### src/rtl/uart_rx_ctrl_if.sv
// Bundle of the UART receiver's serial input, frame configuration and
// frame-result outputs between the line front end and the register/FIFO side.
interface uart_rx_ctrl_if #(
  parameter int DATA_W  = 8,
  parameter int PRESC_W = 6
);
  logic               RX_IN;
  logic [PRESC_W-1:0] PRESCALE;
  logic               PAR_EN;
  logic               PAR_TYP;
  logic               STP2_EN;
  logic [DATA_W-1:0]  P_DATA;
  logic               data_valid;
  logic               par_err;
  logic               stp_err;
  logic               strt_glitch;
  logic               busy;

  modport master (
    output RX_IN, PRESCALE, PAR_EN, PAR_TYP, STP2_EN,
    input  P_DATA, data_valid, par_err, stp_err, strt_glitch, busy
  );

  modport slave (
    input  RX_IN, PRESCALE, PAR_EN, PAR_TYP, STP2_EN,
    output P_DATA, data_valid, par_err, stp_err, strt_glitch, busy
  );
endinterface

### src/rtl/uart_rx_ctrl.sv
// Oversampling UART receive controller: majority-vote sampling, configurable
// data width, optional even/odd parity, 1 or 2 stop bits, break recovery.
module uart_rx_ctrl #(
  parameter int DATA_W  = 8,
  parameter int PRESC_W = 6
) (
  input logic           CLK,
  input logic           RST,
  uart_rx_ctrl_if.slave bus
);
  typedef enum logic [2:0] {IDLE, START, DATA, PARITY, STOP, BREAK} state_t;

  localparam logic [PRESC_W-1:0] ONE = PRESC_W'(1);

  state_t              state_q, state_d;
  logic [PRESC_W-1:0]  edge_q, edge_d, presc_q, half;
  logic [3:0]          bit_q, bit_d, data_last, stop_last;
  logic                par_en_q, par_typ_q, stp2_q;
  logic                s0_q, s1_q, rx, maj, wrap, decide, cfg_load;
  logic [DATA_W-1:0]   shift_q, shift_d, pdata_q, pdata_d;
  logic                par_flag_q, par_flag_d;
  logic                dv_q, dv_d, perr_q, perr_d, serr_q, serr_d, glitch_q, glitch_d;

  assign rx        = bus.RX_IN;
  assign half      = presc_q >> 1;
  assign wrap      = (edge_q == presc_q - ONE);
  assign decide    = (edge_q == half + ONE);
  assign maj       = (s0_q & s1_q) | (s0_q & rx) | (s1_q & rx);
  assign data_last = 4'(DATA_W);
  // Bit index of the final stop bit; bit 0 is the start bit.
  assign stop_last = 4'(DATA_W + 1) + {3'b000, par_en_q} + {3'b000, stp2_q};

  always_ff @(posedge CLK or negedge RST) begin
    if (!RST) begin
      state_q    <= IDLE;
      edge_q     <= '0;
      bit_q      <= '0;
      presc_q    <= '0;
      par_en_q   <= 1'b0;
      par_typ_q  <= 1'b0;
      stp2_q     <= 1'b0;
      s0_q       <= 1'b0;
      s1_q       <= 1'b0;
      shift_q    <= '0;
      pdata_q    <= '0;
      par_flag_q <= 1'b0;
      dv_q       <= 1'b0;
      perr_q     <= 1'b0;
      serr_q     <= 1'b0;
      glitch_q   <= 1'b0;
    end else begin
      state_q    <= state_d;
      edge_q     <= edge_d;
      bit_q      <= bit_d;
      shift_q    <= shift_d;
      pdata_q    <= pdata_d;
      par_flag_q <= par_flag_d;
      dv_q       <= dv_d;
      perr_q     <= perr_d;
      serr_q     <= serr_d;
      glitch_q   <= glitch_d;
      if (cfg_load) begin
        presc_q   <= bus.PRESCALE;
        par_en_q  <= bus.PAR_EN;
        par_typ_q <= bus.PAR_TYP;
        stp2_q    <= bus.STP2_EN;
      end
      if (edge_q == half - ONE) s0_q <= rx;
      if (edge_q == half)       s1_q <= rx;
    end
  end

  always_comb begin
    state_d    = state_q;
    shift_d    = shift_q;
    pdata_d    = pdata_q;
    par_flag_d = par_flag_q;
    dv_d       = 1'b0;
    perr_d     = 1'b0;
    serr_d     = 1'b0;
    glitch_d   = 1'b0;
    cfg_load   = 1'b0;
    edge_d     = edge_q;
    bit_d      = bit_q;

    case (state_q)
      IDLE: begin
        if (!rx) begin
          state_d    = START;
          cfg_load   = 1'b1;
          par_flag_d = 1'b0;
        end
      end
      START: begin
        if (decide && maj) begin
          state_d  = IDLE;
          glitch_d = 1'b1;
        end else if (wrap) begin
          state_d = DATA;
        end
      end
      DATA: begin
        if (decide) shift_d = {maj, shift_q[DATA_W-1:1]};
        if (wrap && bit_q == data_last) state_d = par_en_q ? PARITY : STOP;
      end
      PARITY: begin
        if (decide) par_flag_d = (^shift_q) ^ maj ^ par_typ_q;
        if (wrap) state_d = STOP;
      end
      STOP: begin
        // Returning to IDLE at the final decision leaves half a bit of margin for a back-to-back start.
        if (decide) begin
          if (!maj) begin
            serr_d  = 1'b1;
            perr_d  = par_flag_q;
            state_d = BREAK;
          end else if (bit_q == stop_last) begin
            state_d = IDLE;
            if (par_flag_q) begin
              perr_d = 1'b1;
            end else begin
              dv_d    = 1'b1;
              pdata_d = shift_q;
            end
          end
        end
      end
      BREAK: begin
        if (rx) state_d = IDLE;
      end
      default: state_d = IDLE;
    endcase

    if (state_q == IDLE || state_d == IDLE || state_d == BREAK) begin
      edge_d = '0;
      bit_d  = '0;
    end else if (wrap) begin
      edge_d = '0;
      bit_d  = bit_q + 4'd1;
    end else begin
      edge_d = edge_q + ONE;
    end
  end

  assign bus.P_DATA      = pdata_q;
  assign bus.data_valid  = dv_q;
  assign bus.par_err     = perr_q;
  assign bus.stp_err     = serr_q;
  assign bus.strt_glitch = glitch_q;
  assign bus.busy        = (state_q != IDLE);
endmodule

### src/flat_wrapper.sv
// flat-port wrapper written by rule: the top's interface ports become plain ports
module uart_rx_ctrl_flat 
#(
  parameter int DATA_W  = 8,
  parameter int PRESC_W = 6
)
  (CLK, RST, bus_RX_IN, bus_PRESCALE, bus_PAR_EN, bus_PAR_TYP, bus_STP2_EN, bus_P_DATA, bus_data_valid, bus_par_err, bus_stp_err, bus_strt_glitch, bus_busy);
  uart_rx_ctrl_if #(.DATA_W(DATA_W), .PRESC_W(PRESC_W)) bus_i ();
  input logic CLK;
  input logic RST;
  input wire logic [$bits(bus_i.RX_IN)-1:0] bus_RX_IN;
  input wire logic [$bits(bus_i.PRESCALE)-1:0] bus_PRESCALE;
  input wire logic [$bits(bus_i.PAR_EN)-1:0] bus_PAR_EN;
  input wire logic [$bits(bus_i.PAR_TYP)-1:0] bus_PAR_TYP;
  input wire logic [$bits(bus_i.STP2_EN)-1:0] bus_STP2_EN;
  output wire logic [$bits(bus_i.P_DATA)-1:0] bus_P_DATA;
  output wire logic [$bits(bus_i.data_valid)-1:0] bus_data_valid;
  output wire logic [$bits(bus_i.par_err)-1:0] bus_par_err;
  output wire logic [$bits(bus_i.stp_err)-1:0] bus_stp_err;
  output wire logic [$bits(bus_i.strt_glitch)-1:0] bus_strt_glitch;
  output wire logic [$bits(bus_i.busy)-1:0] bus_busy;
  assign bus_i.RX_IN = bus_RX_IN;
  assign bus_i.PRESCALE = bus_PRESCALE;
  assign bus_i.PAR_EN = bus_PAR_EN;
  assign bus_i.PAR_TYP = bus_PAR_TYP;
  assign bus_i.STP2_EN = bus_STP2_EN;
  assign bus_P_DATA = bus_i.P_DATA;
  assign bus_data_valid = bus_i.data_valid;
  assign bus_par_err = bus_i.par_err;
  assign bus_stp_err = bus_i.stp_err;
  assign bus_strt_glitch = bus_i.strt_glitch;
  assign bus_busy = bus_i.busy;
  uart_rx_ctrl #(.DATA_W(DATA_W), .PRESC_W(PRESC_W)) u_core (.CLK(CLK), .RST(RST), .bus(bus_i));
endmodule
### config.mk
export PLATFORM = sky130hd
export DESIGN_NAME = uart_rx_ctrl_flat
export DESIGN_NICKNAME = d
export VERILOG_FILES = /design/src/rtl/uart_rx_ctrl_if.sv /design/src/rtl/uart_rx_ctrl.sv /design/src/flat_wrapper.sv
export SDC_FILE = /design/constraint.sdc
export NUM_CORES = 1
export LEC_CHECK = 0
export BUFFER_PORTS_ARGS = -buffer_cell sky130_fd_sc_hd__buf_4
export CAP_MARGIN = 20
export CELL_PAD_IN_SITES_DETAIL_PLACEMENT = 2
export CELL_PAD_IN_SITES_GLOBAL_PLACEMENT = 2
export CORE_ASPECT_RATIO = 0.8
export CORE_MARGIN = 10
export CORE_UTILIZATION = 39
export CTS_CLUSTER_DIAMETER = 200
export DETAILED_ROUTE_END_ITERATION = 6
export PLACE_DENSITY = 0.77
export SLEW_MARGIN = 30
export SYNTH_ARGS = -nofsm -noshare
export SYNTH_HDL_FRONTEND = slang
export SYNTH_SLANG_ARGS = --single-unit
export TNS_END_PERCENT = 20
### constraint.sdc
create_clock -name CLK -period 3.85 [get_ports CLK]
set_input_delay 0.1925 -clock CLK [delete_from_list [all_inputs] [get_ports CLK]]
set_output_delay 0.1925 -clock CLK [all_outputs]
set_load 0.05 [all_outputs]
==> flow_summary.ini <==
[drt]
via_count = 1856
ant_nets = 0
dr.first_iter.drc_count = 48
vias_per_cell = 5.43
first_pass_iters = 4
wl_per_cell_um = 19.6
routed_wirelength_um = 6690
drc = 0

[floorplan]
start_util = 0.400
ios = 25
die_w_um = 110
fp-row-count = 26
fp.dieH_um = 92.1
die_area_sq_um = 10100
fp.coreArea_sq_um = 6340

[logic_synthesis]
yosysMostFrequentCell = dfrtp_1
synth_seq_cells = 45
syn_avg_cell_area_sq_um = 10.8
syn_inst = 235
synthArstFlopShare = 1.00
synth_ff_type = dfrtp_1
yosysSeqAreaShare = 0.444
synth-simple-area-share = 0.151
synth_nets = 255
synth_compound_area_frac = 0.0883
yosysWarnings = 0
synth_edf_count = 0
yosys.area.top_type = dfrtp_1
synthAdderAreaFrac = 0.0434
yosys.area.top_type_share = 0.444
synthMuxAreaShare = 0.102
synth_xor_area_frac = 0.134
netlist_top_cells_count = 45 x dfrtp_1, 22 x mux2_2, 21 x xor2_1
ys_types = 46
netlist_area_sq_um = 2540
synth_top_family_by_area = simple AND/OR/NAND/NOR gates
ys_top_cells_by_area = dfrtp_1 44%, mux2_2 9.8%, xor2_1 7.3%, xnor2_1 5.5%, ha_1 3.9%

[timing]
finalClockSkew_ps = 10.5
worst_pin_slew_ps = 660
max_freq_mhz = 316
fin_setup_tns_ps = 0
finalHoldViolCount = 0
period_minus_slack_ps = 3170
rsz0062_at_grt = false
slew_headroom = 0.557
timing.final.crit_share = 0.823
drv_slew = 0
setup_viol = 0

[pwr]
pwr-share-clk = 0.180
p_switching_uw = 904
power.density_nw_per_um2 = 721
p_sw_frac = 0.432
peakVddDrop_mv = 0.233
p_comb_frac = 0.453
p_leak_uw = 0.00129
power.internal_uw = 1190
seqPwrFrac = 0.367

[grt]
track_usage = 0.137
grt_start_max_net_pins = 46
first_global_vias = 1972
grt_pass1_wl_um = 11100
antenna_found_initial = 0
overflow = 0

[clocking]
cts_buffers = 5
root_buffer = clkbuf_8
clk_latency_ps = 300
htreeDepth = 2
cts_setup_buffers = 0
clkTransAtPathRegs_ps = 90
cts_sinks = 45
cts_tree = built
cts_max_path_buffers = 2

[finish]
seqCellArea_sq_um = 1130
fillers = 667
instances_no_fill = 342
areaGrowthSynthToFinish_pct = 14.3
drive_above_1_share = 0.240
antenna_cells = 0
final_nets = 277
multi_input_area_sq_um = 1320

[status]
status = finished clean

[placed_design]
dp_hpwl_um = 4820
place_inst = 333
gp_congestion = 0.834
port_buffers = 24

[setup_path]
rr_startpoint = u_core.presc_q[2]$_DFFE_PN0P_
crit_start = u_core.presc_q[2]$_DFFE_PN0P_
cp.required_ps = 4040
cp.arrival_ps = 3360
critPathTopFamily = simple AND/OR/NAND/NOR gates
max_stage_delay_ps = 630
critPathLaunchType = flip-flop
worstSetupEndpointType = flip-flop
crit_type = reg -> reg
critPathMaxFanout = 8
slowest_stage = nor4_4
path_buf_inv = 1
crit_chain = inv_1, ha_1, xor2_1, a211oi_2, nand4_2, or2_2, nor4_4, mux2_2

[hold_path]
hold_class = in -> reg
hp-start = bus_PAR_EN

[run]
max_cap_violations = 0
[layout by cell type, fill, tap and decap left out, drive strengths merged, types with 5 or more instances in the layout]
cell    count
clkbuf      7
dfrtp      45
o21ai      12
xnor2      16
ha          8
inv         8
buf        26
nand3       6
nor3        7
mux2       22
xor2       22
nand2      14
nor2       15
nand4       5
or3         5
[metrics by stage]
stage / instance area, sq um / power, uW / hold WS (ps) / utilization / setup WS (ps)
6_report: 2900 / 2090 / 94.9 / 0.457 / 681
5_1_grt: 2900 / 2260 / 102 / 0.457 / 490
4_1_cts: 2900 / 2110 / 92.4 / 0.457 / 668
3_5_place_dp: 2770 / 1720 / 238 / 0.437 / 732
3_3_place_gp: 2770 / 1670 / 240 / 0.437 / 750
2_1_floorplan: 2540 / 1440 / -103 / - / 1150
[kinds of logic after synthesis]
logic type                 after synthesis
and+or+nand+nor                         69
DFF                                     45
xor gates and xnor gates                38
AOI/OAI and AO/OA                       31
muxes                                   23
buffers and inverters                   20
adders and majority gates                9
[power groups by stage]
stage	Sequential [uW]	Combinational, uW	Clock, uW
2_1_floorplan	640	802	0
3_3_place_gp	767	903	0
3_5_place_dp	776	948	0
4_1_cts	767	959	387
5_1_grt	792	1060	408
6_report	766	947	377
[cell type report]
type | instances | area share
Multi-Input combinational cell | 170 | 0.454
Sequential cell | 45 | 0.388
Timing Repair Buffer | 27 | 0.0708
Tap cell | 84 | 0.0363
Clock buffer | 7 | 0.0298
Clock inverter | 1 | 0.0104
Inverter | 8 | 0.0104
[registers in the layout, indices dropped and copies added, names as in the netlist, 3 cells and up]
name               count
u_core.bit_q           4
u_core.bus.P_DATA      8
u_core.edge_q          6
u_core.presc_q         6
u_core.shift_q         8
u_core.state_q         3
[per-layer routing]
| layer | part of all wire | global-route usage | routed length, um |
|---|---|---|---|
| met1 | 0.48 | 0.189 | 3230 |
| met2 | 0.47 | 0.212 | 3140 |
| met5 | 0 | 0 | 0 |
| met3 | 0.042 | 0.0336 | 283 |
| met4 | 0.0070 | 0.0321 | 47 |
[tightest hold or removal path, delay by kind of cell]
kind / cells / cell delay [ps]
buffers and inverters: 1 / 80
AO/OA/AOI/OAI: 1 / 60
AND/OR/NAND/NOR: 1 / 40
[timing repair]
item / in CTS / in global routing
gates resized for setup: 0 / 0
hold endpoints to repair: 45 / 0
setup endpoints to repair: 0 / 0
hold buffers: 1 / 0
[path summary, 6_finish.rpt]
| path | to | slack (ps) | depth (start not counted) |
|---|---|---|---|
| min in group asynchronous | u_core.presc_q[3]$_DFFE_PN0P_ | 430 | 2 |
| max in group asynchronous | u_core.presc_q[0]$_DFFE_PN0P_ | 3010 | 2 |
| setup / recovery | u_core.bus.P_DATA[7]$_DFFE_PN0P_ | 680 | 8 |
| setup reg to reg | u_core.bus.P_DATA[7]$_DFFE_PN0P_ | 680 | 8 |
| hold reg to reg | u_core.bus.P_DATA[0]$_DFFE_PN0P_ | 520 | 1 |
| hold / removal | u_core.par_en_q$_DFFE_PN0P_ | 90 | 3 |
Power figures use the tool's default switching activity.
